### src/rtl/tinuc_dmem_arbiter.sv
// Two-port arbiter in front of the TinuC 1Kx32 data memory: the core (port 0)
// has priority, and the debug/DMA master (port 1) gets a forced slot after a bounded wait.
module tinuc_dmem_arbiter #(
  parameter int MAX_WAIT    = 4,
  parameter int STALL_CNT_W = 16
) (
  input  logic                   CLK,
  input  logic                   RESET_N,
  input  logic                   req0,
  input  logic                   we0,
  input  logic [9:0]             addr0,
  input  logic [31:0]            wdata0,
  output logic                   gnt0,
  output logic                   stall_core,
  output logic                   rvalid0,
  output logic [31:0]            rdata0,
  input  logic                   req1,
  input  logic                   we1,
  input  logic [9:0]             addr1,
  input  logic [31:0]            wdata1,
  output logic                   gnt1,
  output logic                   rvalid1,
  output logic [31:0]            rdata1,
  output logic [9:0]             mem_addr,
  output logic [31:0]            mem_wdata,
  output logic                   mem_we,
  input  logic [31:0]            mem_rdata,
  output logic [STALL_CNT_W-1:0] stall_cnt
);

  localparam logic [7:0]             MAX_WAIT_C = 8'(MAX_WAIT);
  localparam logic [STALL_CNT_W-1:0] CNT_MAX    = {STALL_CNT_W{1'b1}};
  localparam logic [STALL_CNT_W-1:0] CNT_ONE    = {{(STALL_CNT_W-1){1'b0}}, 1'b1};

  logic [7:0]             wait_cnt_q, wait_cnt_d;
  logic                   rd_tag0_q, rd_tag0_d;
  logic                   rd_tag1_q, rd_tag1_d;
  logic [STALL_CNT_W-1:0] stall_cnt_q, stall_cnt_d;

  logic gnt0_c, gnt1_c, stall_c;

  always_comb begin
    gnt1_c  = RESET_N & req1 & (~req0 | (wait_cnt_q == MAX_WAIT_C));
    gnt0_c  = RESET_N & req0 & ~gnt1_c;
    // The RESET_N term keeps the stall low during reset even though req0 is ungranted.
    stall_c = RESET_N & req0 & ~gnt0_c;

    gnt0       = gnt0_c;
    gnt1       = gnt1_c;
    stall_core = stall_c;

    mem_addr  = addr0;
    mem_wdata = wdata0;
    mem_we    = 1'b0;
    if (gnt1_c) begin
      mem_addr  = addr1;
      mem_wdata = wdata1;
      mem_we    = we1;
    end else if (gnt0_c) begin
      mem_we = we0;
    end

    rvalid0 = rd_tag0_q;
    rvalid1 = rd_tag1_q;
    rdata0  = mem_rdata;
    rdata1  = mem_rdata;
    stall_cnt = stall_cnt_q;
  end

  always_comb begin
    wait_cnt_d = wait_cnt_q;
    if (gnt1_c || !req1) begin
      wait_cnt_d = 8'd0;
    end else if (wait_cnt_q != MAX_WAIT_C) begin
      wait_cnt_d = wait_cnt_q + 8'd1;
    end

    rd_tag0_d = gnt0_c & ~we0;
    rd_tag1_d = gnt1_c & ~we1;

    stall_cnt_d = stall_cnt_q;
    if (stall_c && (stall_cnt_q != CNT_MAX)) begin
      stall_cnt_d = stall_cnt_q + CNT_ONE;
    end
  end

  always_ff @(posedge CLK) begin
    if (!RESET_N) begin
      wait_cnt_q  <= 8'd0;
      rd_tag0_q   <= 1'b0;
      rd_tag1_q   <= 1'b0;
      stall_cnt_q <= '0;
    end else begin
      wait_cnt_q  <= wait_cnt_d;
      rd_tag0_q   <= rd_tag0_d;
      rd_tag1_q   <= rd_tag1_d;
      stall_cnt_q <= stall_cnt_d;
    end
  end

endmodule

### config.mk
export PLATFORM = sky130hd
export DESIGN_NAME = tinuc_dmem_arbiter
export DESIGN_NICKNAME = d
export VERILOG_FILES = /design/src/rtl/tinuc_dmem_arbiter.sv
export SDC_FILE = /design/constraint.sdc
export NUM_CORES = 1
export LEC_CHECK = 0
export BUFFER_PORTS_ARGS = -buffer_cell sky130_fd_sc_hd__buf_2
export CORE_AREA = 2 2 98 100
export CTS_CLUSTER_DIAMETER = 100
export DETAILED_ROUTE_END_ITERATION = 8
export DIE_AREA = 0 0 100 102
export HOLD_SLACK_MARGIN = 0.02
export SYNTH_ARGS = -nofsm -noshare
export SYNTH_HDL_FRONTEND = slang
export SYNTH_SLANG_ARGS = --single-unit
### constraint.sdc
create_clock -name CLK -period 2.8 [get_ports CLK]
set_clock_uncertainty 0.05 [all_clocks]
set_input_delay 0.28 -clock CLK [delete_from_list [all_inputs] [get_ports CLK]]
set_output_delay 0.28 -clock CLK [all_outputs]
set_load 0.05 [all_outputs]
==> flow_summary.ini, run 1 <==
[setup_path]
path_class = flop to primary output
crit_arrival_ns = 2.24
worstPathMaxFanout = 45
critPathMaxStageDelay_ns = 0.42
start_kind = flop
cp-end-kind = primary output
required_ns = 2.47
worstPathCellList = inv_1 -> ha_1 -> nor4b_2 -> nand2_1 -> a21o_2 -> buf_12 -> mux2_2 -> buf_2
crit_path_top_delay_cell = dfxtp_1

[drt]
drtIter0Drc = 55
drt-total-wl_mm = 7.49
via_per_inst = 4.64
dr.pass1.iters = 4
wl_per_cell_um = 16.3
final_antenna_net_count = 0
route.detailed.drc = 0
num_vias = 2130

[synth]
synth_top_flop_cell = dfxtp_1
ys_warn_count = 0
yosysTopAreaCell = dfxtp_1
avgSynthCellArea_um2 = 8.95
synth_top_cell_area_share = 0.220
synthCells = 264
synthArstFlopShare = 0
syn-num-nets = 389
ys_ff_latch = 26
ys_top_cells_by_area = dfxtp_1, buf_4, mux2_2
synth_cell_types = 40
synth-edff-count = 0
synthesis.area_um2 = 2360
synth_seq_area_share = 0.220

[clocking]
holdBufCountCts = 0
cts_buffer_depth = 2
path_clk_slew_ns = 0.09
cts_resized = 0
clk_latency_ns = 0.27
numCtsBuffers = 3
htree_levels = 1
cts_setup_buffers = 0
clock-sinks = 26
cts-root-buf = clkbuf_8
cts_tree = yes

[placement]
dp_hpwl_mm = 6.20
portBuffers = 153
dp_cells = 455
place_congestion = 0.890

[worst_hold_path]
hold_class = primary input to flop

[job]
maxCapViolations = 0

[power_and_ir_drop]
ir_drop_mv = 0.205
pwr_density_cell_nw_per_um2 = 356
power.leakage_nw = 1.30

[sta]
relSlewSlack = 0.795
setup_violations = 0
fmax_mhz = 389
rsz0062_at_grt = no
slew_viol_final = 0
finalCriticalPeriod_ns = 2.57
post-route-period-util = 0.917
final-hold-violation-count = 0
tns_ns = 0
worstMarginPinSlew_ns = 0.305

[global_routing]
grt_max_degree = 46
grt_usage = 0.132
grt_pass1_wl_mm = 10.5
antenna_found_initial = 0
grt_pass1_vias = 2031
grt_overflow = 0

[floorplan]
fp.dieH_um = 102
num_rows = 35
pin_count = 250
core_area_um2 = 9110
initial_core_util = 0.259
fp.dieW_um = 100
die_area_um2 = 10200

[run_status]
status = finished, final reports clean

[layout]
finalNetCount = 474
diodes = 0
syn_to_final_growth_pct = 17.3
fillers = 994
final_cells = 459
drive_above_1_share = 0.586
seq_area_um2 = 520
multi_input_area_um2 = 1230
==> placed cells by master, fill, tap and decap left out, drive strengths merged, types with 2 or more instances in the layout <==
cell | synthesis | routed
nor3 | 2 | 2
and3 | 7 | 7
o21ai | 4 | 4
nand3 | 12 | 12
mux2i | 6 | 6
or4 | 5 | 5
and4 | 5 | 5
nor2 | 9 | 9
o31ai | 5 | 5
dfxtp | 26 | 26
nand2b | 5 | 5
nand4 | 4 | 4
buf | 74 | 156
xor2 | 5 | 5
ha | 3 | 3
mux2 | 43 | 43
a21oi | 7 | 7
nor4 | 5 | 5
inv | 6 | 6
nor4b | 2 | 2
nand2 | 14 | 14
clkbuf | 2 | 4
==> cells by family (layout without fill, tap and decap cells) <==
family,count (synthesis),after routing,synth area share
flip-flops,26,26,0.220
AO/OA/AOI/OAI,24,24,0.0673
multiplexers,49,49,0.230
XOR/XNOR,6,6,0.0222
adder cells (fa/ha/maj),3,3,0.0159
AND/OR/NAND/NOR,73,73,0.184
buffers and inverters,83,167,0.260
==> state kept, by name, summed over array words and instances (netlist names) <==
| register | cells |
|---|---|
| stall_cnt | 16 |
| wait_cnt_q | 8 |
| rvalid0 | 1 |
| rvalid1 | 1 |
==> worst max-delay path, delay by kind of cell (launching register included) <==
kind,cells,cell delay [ns]
adder cells (fa/ha/maj),1,0.18
multiplexers,1,0.41
buffers and inverters,3,0.53
flip-flops,1,0.42
AND/OR/NAND/NOR,2,0.26
AO/OA/AOI/OAI,1,0.16
==> report_power, final <==
group          internal [W]  switching, W
sequential         0.000371    0.00000129
combinational      0.000119      0.000245
clock              0.000126      0.000124
==> cell usage after synthesis (2+ instances only) <==
cell type and instances:
nor4_2 2, nand4_1 4, nor2_1 9, dfxtp_1 26, nor4b_2 2, nand2b_1 5, ha_1 3, nand2_1 14
and3_1 7, xor2_1 5, o21ai_0 4, and4_1 4, a21oi_1 7, clkbuf_1 2, mux2i_1 6, mux2_2 38
nand3_1 12, or4_1 5, nor4_1 3, inv_1 6, mux2_1 5, o31ai_1 5, buf_6 7, nor3_1 2
buf_4 66
==> per-stage QoR <==
stage                     hold WS (ns)  setup slack [ns]  power, W  area, um2  utilization
after global placement           0.416             0.577  0.000746       2720        0.298
after floorplan                  0.302             0.273  0.000872       2360            -
after global routing             0.126             0.119   0.00103       2770        0.304
after CTS                        0.127             0.227  0.000996       2770        0.304
after detailed placement         0.427             0.543  0.000747       2720        0.298
final                            0.140             0.232  0.000986       2770        0.304
==> final cells by class <==
class,instances,area share
multi-input combinational,155,0.444
inverter,7,0.00948
sequential,26,0.188
timing repair buffer,156,0.289
clock buffer,4,0.0199
tap,111,0.0501
==> routing by layer <==
layer  vias to the layer above  part of all wire  global-route usage  wire [um]
li1                       1043                 -                   -          -
met1                       964              0.38               0.156       2820
met2                       114              0.54               0.249       4030
met3                         9             0.080              0.0274        597
met4                         0            0.0059              0.0242         44
met5                         -                 0                   0          0
==> worst paths after layout <==
check        cells past startpoint  slack (ns)            end          start
min                              2        0.14        rvalid0            we0
min reg2reg                      2        0.44   stall_cnt[6]   stall_cnt[6]
max                              8        0.23  mem_wdata[17]  wait_cnt_q[0]
max reg2reg                      7        0.86   stall_cnt[4]  wait_cnt_q[0]
Power figures use the tool's default switching activity.
==> run 2, diff against run 1 <==
--- a/config.mk
+++ b/config.mk
@@ -5,11 +5,12 @@
 export SDC_FILE = /design/constraint.sdc
 export NUM_CORES = 1
 export LEC_CHECK = 0
+export ABC_AREA = 1
 export BUFFER_PORTS_ARGS = -buffer_cell sky130_fd_sc_hd__buf_2
-export CORE_AREA = 2 2 98 100
+export CORE_AREA = 2 2 97 99
 export CTS_CLUSTER_DIAMETER = 100
 export DETAILED_ROUTE_END_ITERATION = 8
-export DIE_AREA = 0 0 100 102
+export DIE_AREA = 0 0 99 101
 export HOLD_SLACK_MARGIN = 0.02
 export SYNTH_ARGS = -nofsm -noshare
 export SYNTH_HDL_FRONTEND = slang
==> run 2 against run 1 <==
Compared with the run above: critical endpoint is now mem_wdata[5]; sequential share of layout area is 0.58 points lower; global-route usage grew 1.6 points; final cell count up 34%; highest routed layer unchanged; sequential power about the same; largest cell class unchanged; critical path depth is 2 higher; combinational power increased by 3%; synthesized area rose by 1.9%.
==> flow_summary.ini, run 2 <==
[layout]
fillers = 1015
drive_above_1_share = 0.342
final_common_cell = nand2_1
seq_area_um2 = 520
layout_common_cells = nand2_1, buf_2, nor2_1, dfxtp_1, inv_1
syn_to_final_growth_pct = 18.8
multi_input_area_um2 = 1260
diodes = 0
finalNetCount = 629
largest_reg_flops = 16

[sta]
rsz0062_at_grt = no
slew_viol_final = 0
worstMarginPinSlew_ns = 0.644
setup_violations = 0
tns_ns = 0
final-hold-violation-count = 0
finalCriticalPeriod_ns = 2.55
layout_setup_ws_ns = 0.247
post-route-period-util = 0.912
fmax_mhz = 392
relSlewSlack = 0.570

[setup_path]
required_ns = 2.47
start_kind = flop
path_class = flop to primary output
worstPathCellList = inv_1 -> ha_1 -> nand3_1 -> nor2_2 -> inv_2 -> a21oi_4 -> buf_6 -> nand2_1 -> nand2_1 -> buf_2
critPathMaxStageDelay_ns = 0.35
cp_top_family = buffers and inverters
crit_path_top_delay_cell = dfxtp_1
worstPathMaxFanout = 43
crit_path_frequent_cell = nand2_1
crit_buf_inv = 4
crit_arrival_ns = 2.22
cp-end-kind = primary output

[placement]
dp_hpwl_mm = 6.94
dp_slack_ns = 0.451
portBuffers = 153
place_congestion = 0.770

[synth]
ys_ff_latch = 26
synthArstFlopShare = 0
ys_top_cells_by_area = nand2_1, dfxtp_1, buf_4
yosysTopAreaCell = nand2_1
syn-num-nets = 544
ys_warn_count = 0
synth_seq_area_share = 0.216
avgSynthCellArea_um2 = 5.74
synth_top_flop_cell = dfxtp_1
yosys-top-cells-count = nand2_1, nor2_1, buf_4
synth_top_cell_area_share = 0.273
synthesis.area_um2 = 2410
synth_most_common_cell = nand2_1
synth_cell_types = 24
synthCells = 419
synth-edff-count = 0

[floorplan]
fp.dieW_um = 99
fp.dieH_um = 101
die_area_um2 = 10000
core_area_um2 = 8980
initial_core_util = 0.268
num_rows = 35
pin_count = 250

[job]
maxCapViolations = 0

[drt]
route.detailed.drc = 0
drt-total-wl_mm = 8.25
drtIter0Drc = 84
wl_per_cell_um = 13.4
via_per_inst = 4.32
num_vias = 2653
dr.pass1.iters = 4
final_antenna_net_count = 0

[global_routing]
grt_usage = 0.148
antenna_found_initial = 0
grt_overflow = 0
grt_pass1_vias = 2246
grt_max_degree = 44
grt_pass1_wl_mm = 11.7

[clocking]
cts_tree = yes
cts_buffer_depth = 2
numCtsBuffers = 3
holdBufCountCts = 0
clk_latency_ns = 0.27
cts-root-buf = clkbuf_8
path_clk_slew_ns = 0.09
htree_levels = 1
clock-sinks = 26

[power_and_ir_drop]
power.leakage_nw = 1.60
pwr_density_cell_nw_per_um2 = 348
ir_drop_mv = 0.177

[worst_hold_path]
hold_class = primary input to flop

[run_status]
status = finished, final reports clean
-- run 2: changes by cell type after synthesis, moves of 6 or more --
| cell | before | now |
|---|---|---|
| and3_1 | 7 | 0 |
| buf_2 | 1 | 11 |
| buf_6 | 7 | 0 |
| inv_1 | 6 | 19 |
| mux2_2 | 38 | 0 |
| mux2i_1 | 6 | 0 |
| nand2_1 | 14 | 175 |
| nand4_1 | 4 | 12 |
| nor2_1 | 9 | 68 |
-- run 2: power breakdown --
part	total (W)	leakage [nW]	switching, W	internal [W]
clock network	0.000249	0.0288	0.000123	0.000126
logic	0.000375	1.37	0.000273	0.000103
registers	0.000372	0.210	0.00000117	0.000371
total	0.000996	1.60	0.000397	0.000600
-- run 2: final timing paths --
kind	to	from	cells after the start	slack [ns]
worst min register to register	wait_cnt_q[0]	wait_cnt_q[0]	1	0.43
worst max register to register	stall_cnt[15]	stall_cnt[0]	8	0.72
worst min-delay path	rvalid1	we1	2	0.13
worst max-delay path	mem_wdata[5]	wait_cnt_q[0]	10	0.25
-- run 2: metal layers --
metal / wire, um / track usage
met5: 0 / 0
met3: 519 / 0.0153
met4: 237 / 0.0601
met1: 3760 / 0.216
met2: 3740 / 0.221
-- run 2: stage by stage --
stage / utilization / cells / hold slack, ns / total power (W) / cell area [um2]
4_1_cts: 0.318 / 614 / 0.125 / 0.00101 / 2850
2_1_floorplan: - / 419 / 0.302 / 0.000873 / 2410
3_3_place_gp: 0.312 / 610 / 0.393 / 0.000758 / 2800
6_report: 0.318 / 614 / 0.128 / 0.000996 / 2860
3_5_place_dp: 0.312 / 610 / 0.407 / 0.000759 / 2800
5_1_grt: 0.318 / 614 / 0.138 / 0.00104 / 2860
-- run 2: timing repair --
| action | 4_1_cts | 5_1_grt |
|---|---|---|
| resized for setup | 0 | 3 |
| setup buffers | 0 | 0 |
| setup endpoints to repair | 0 | 2 |
-- run 2: worst register-to-register path: cells and delay by family, from the launching register on --
| kind | cells | cell delay [ns] |
|---|---|---|
| DFF | 1 | 0.40 |
| adders and majority gates | 1 | 0.19 |
| and+or+nand+nor | 7 | 1.35 |
-- run 2: area by class of cell --
class | count | area share
clock buffer | 4 | 0.0193
inverter | 21 | 0.0284
multi-input combinational | 294 | 0.439
sequential | 26 | 0.182
tap | 111 | 0.0486
timing repair buffer | 158 | 0.282
-- run 2: cell families after synthesis --
kind of cell / synth area share
AOI/OAI and AO/OA: 0.0255
DFF: 0.216
adders and majority gates: 0.0156
and+or+nand+nor: 0.463
buffers and inverters: 0.262
xor gates and xnor gates: 0.0182
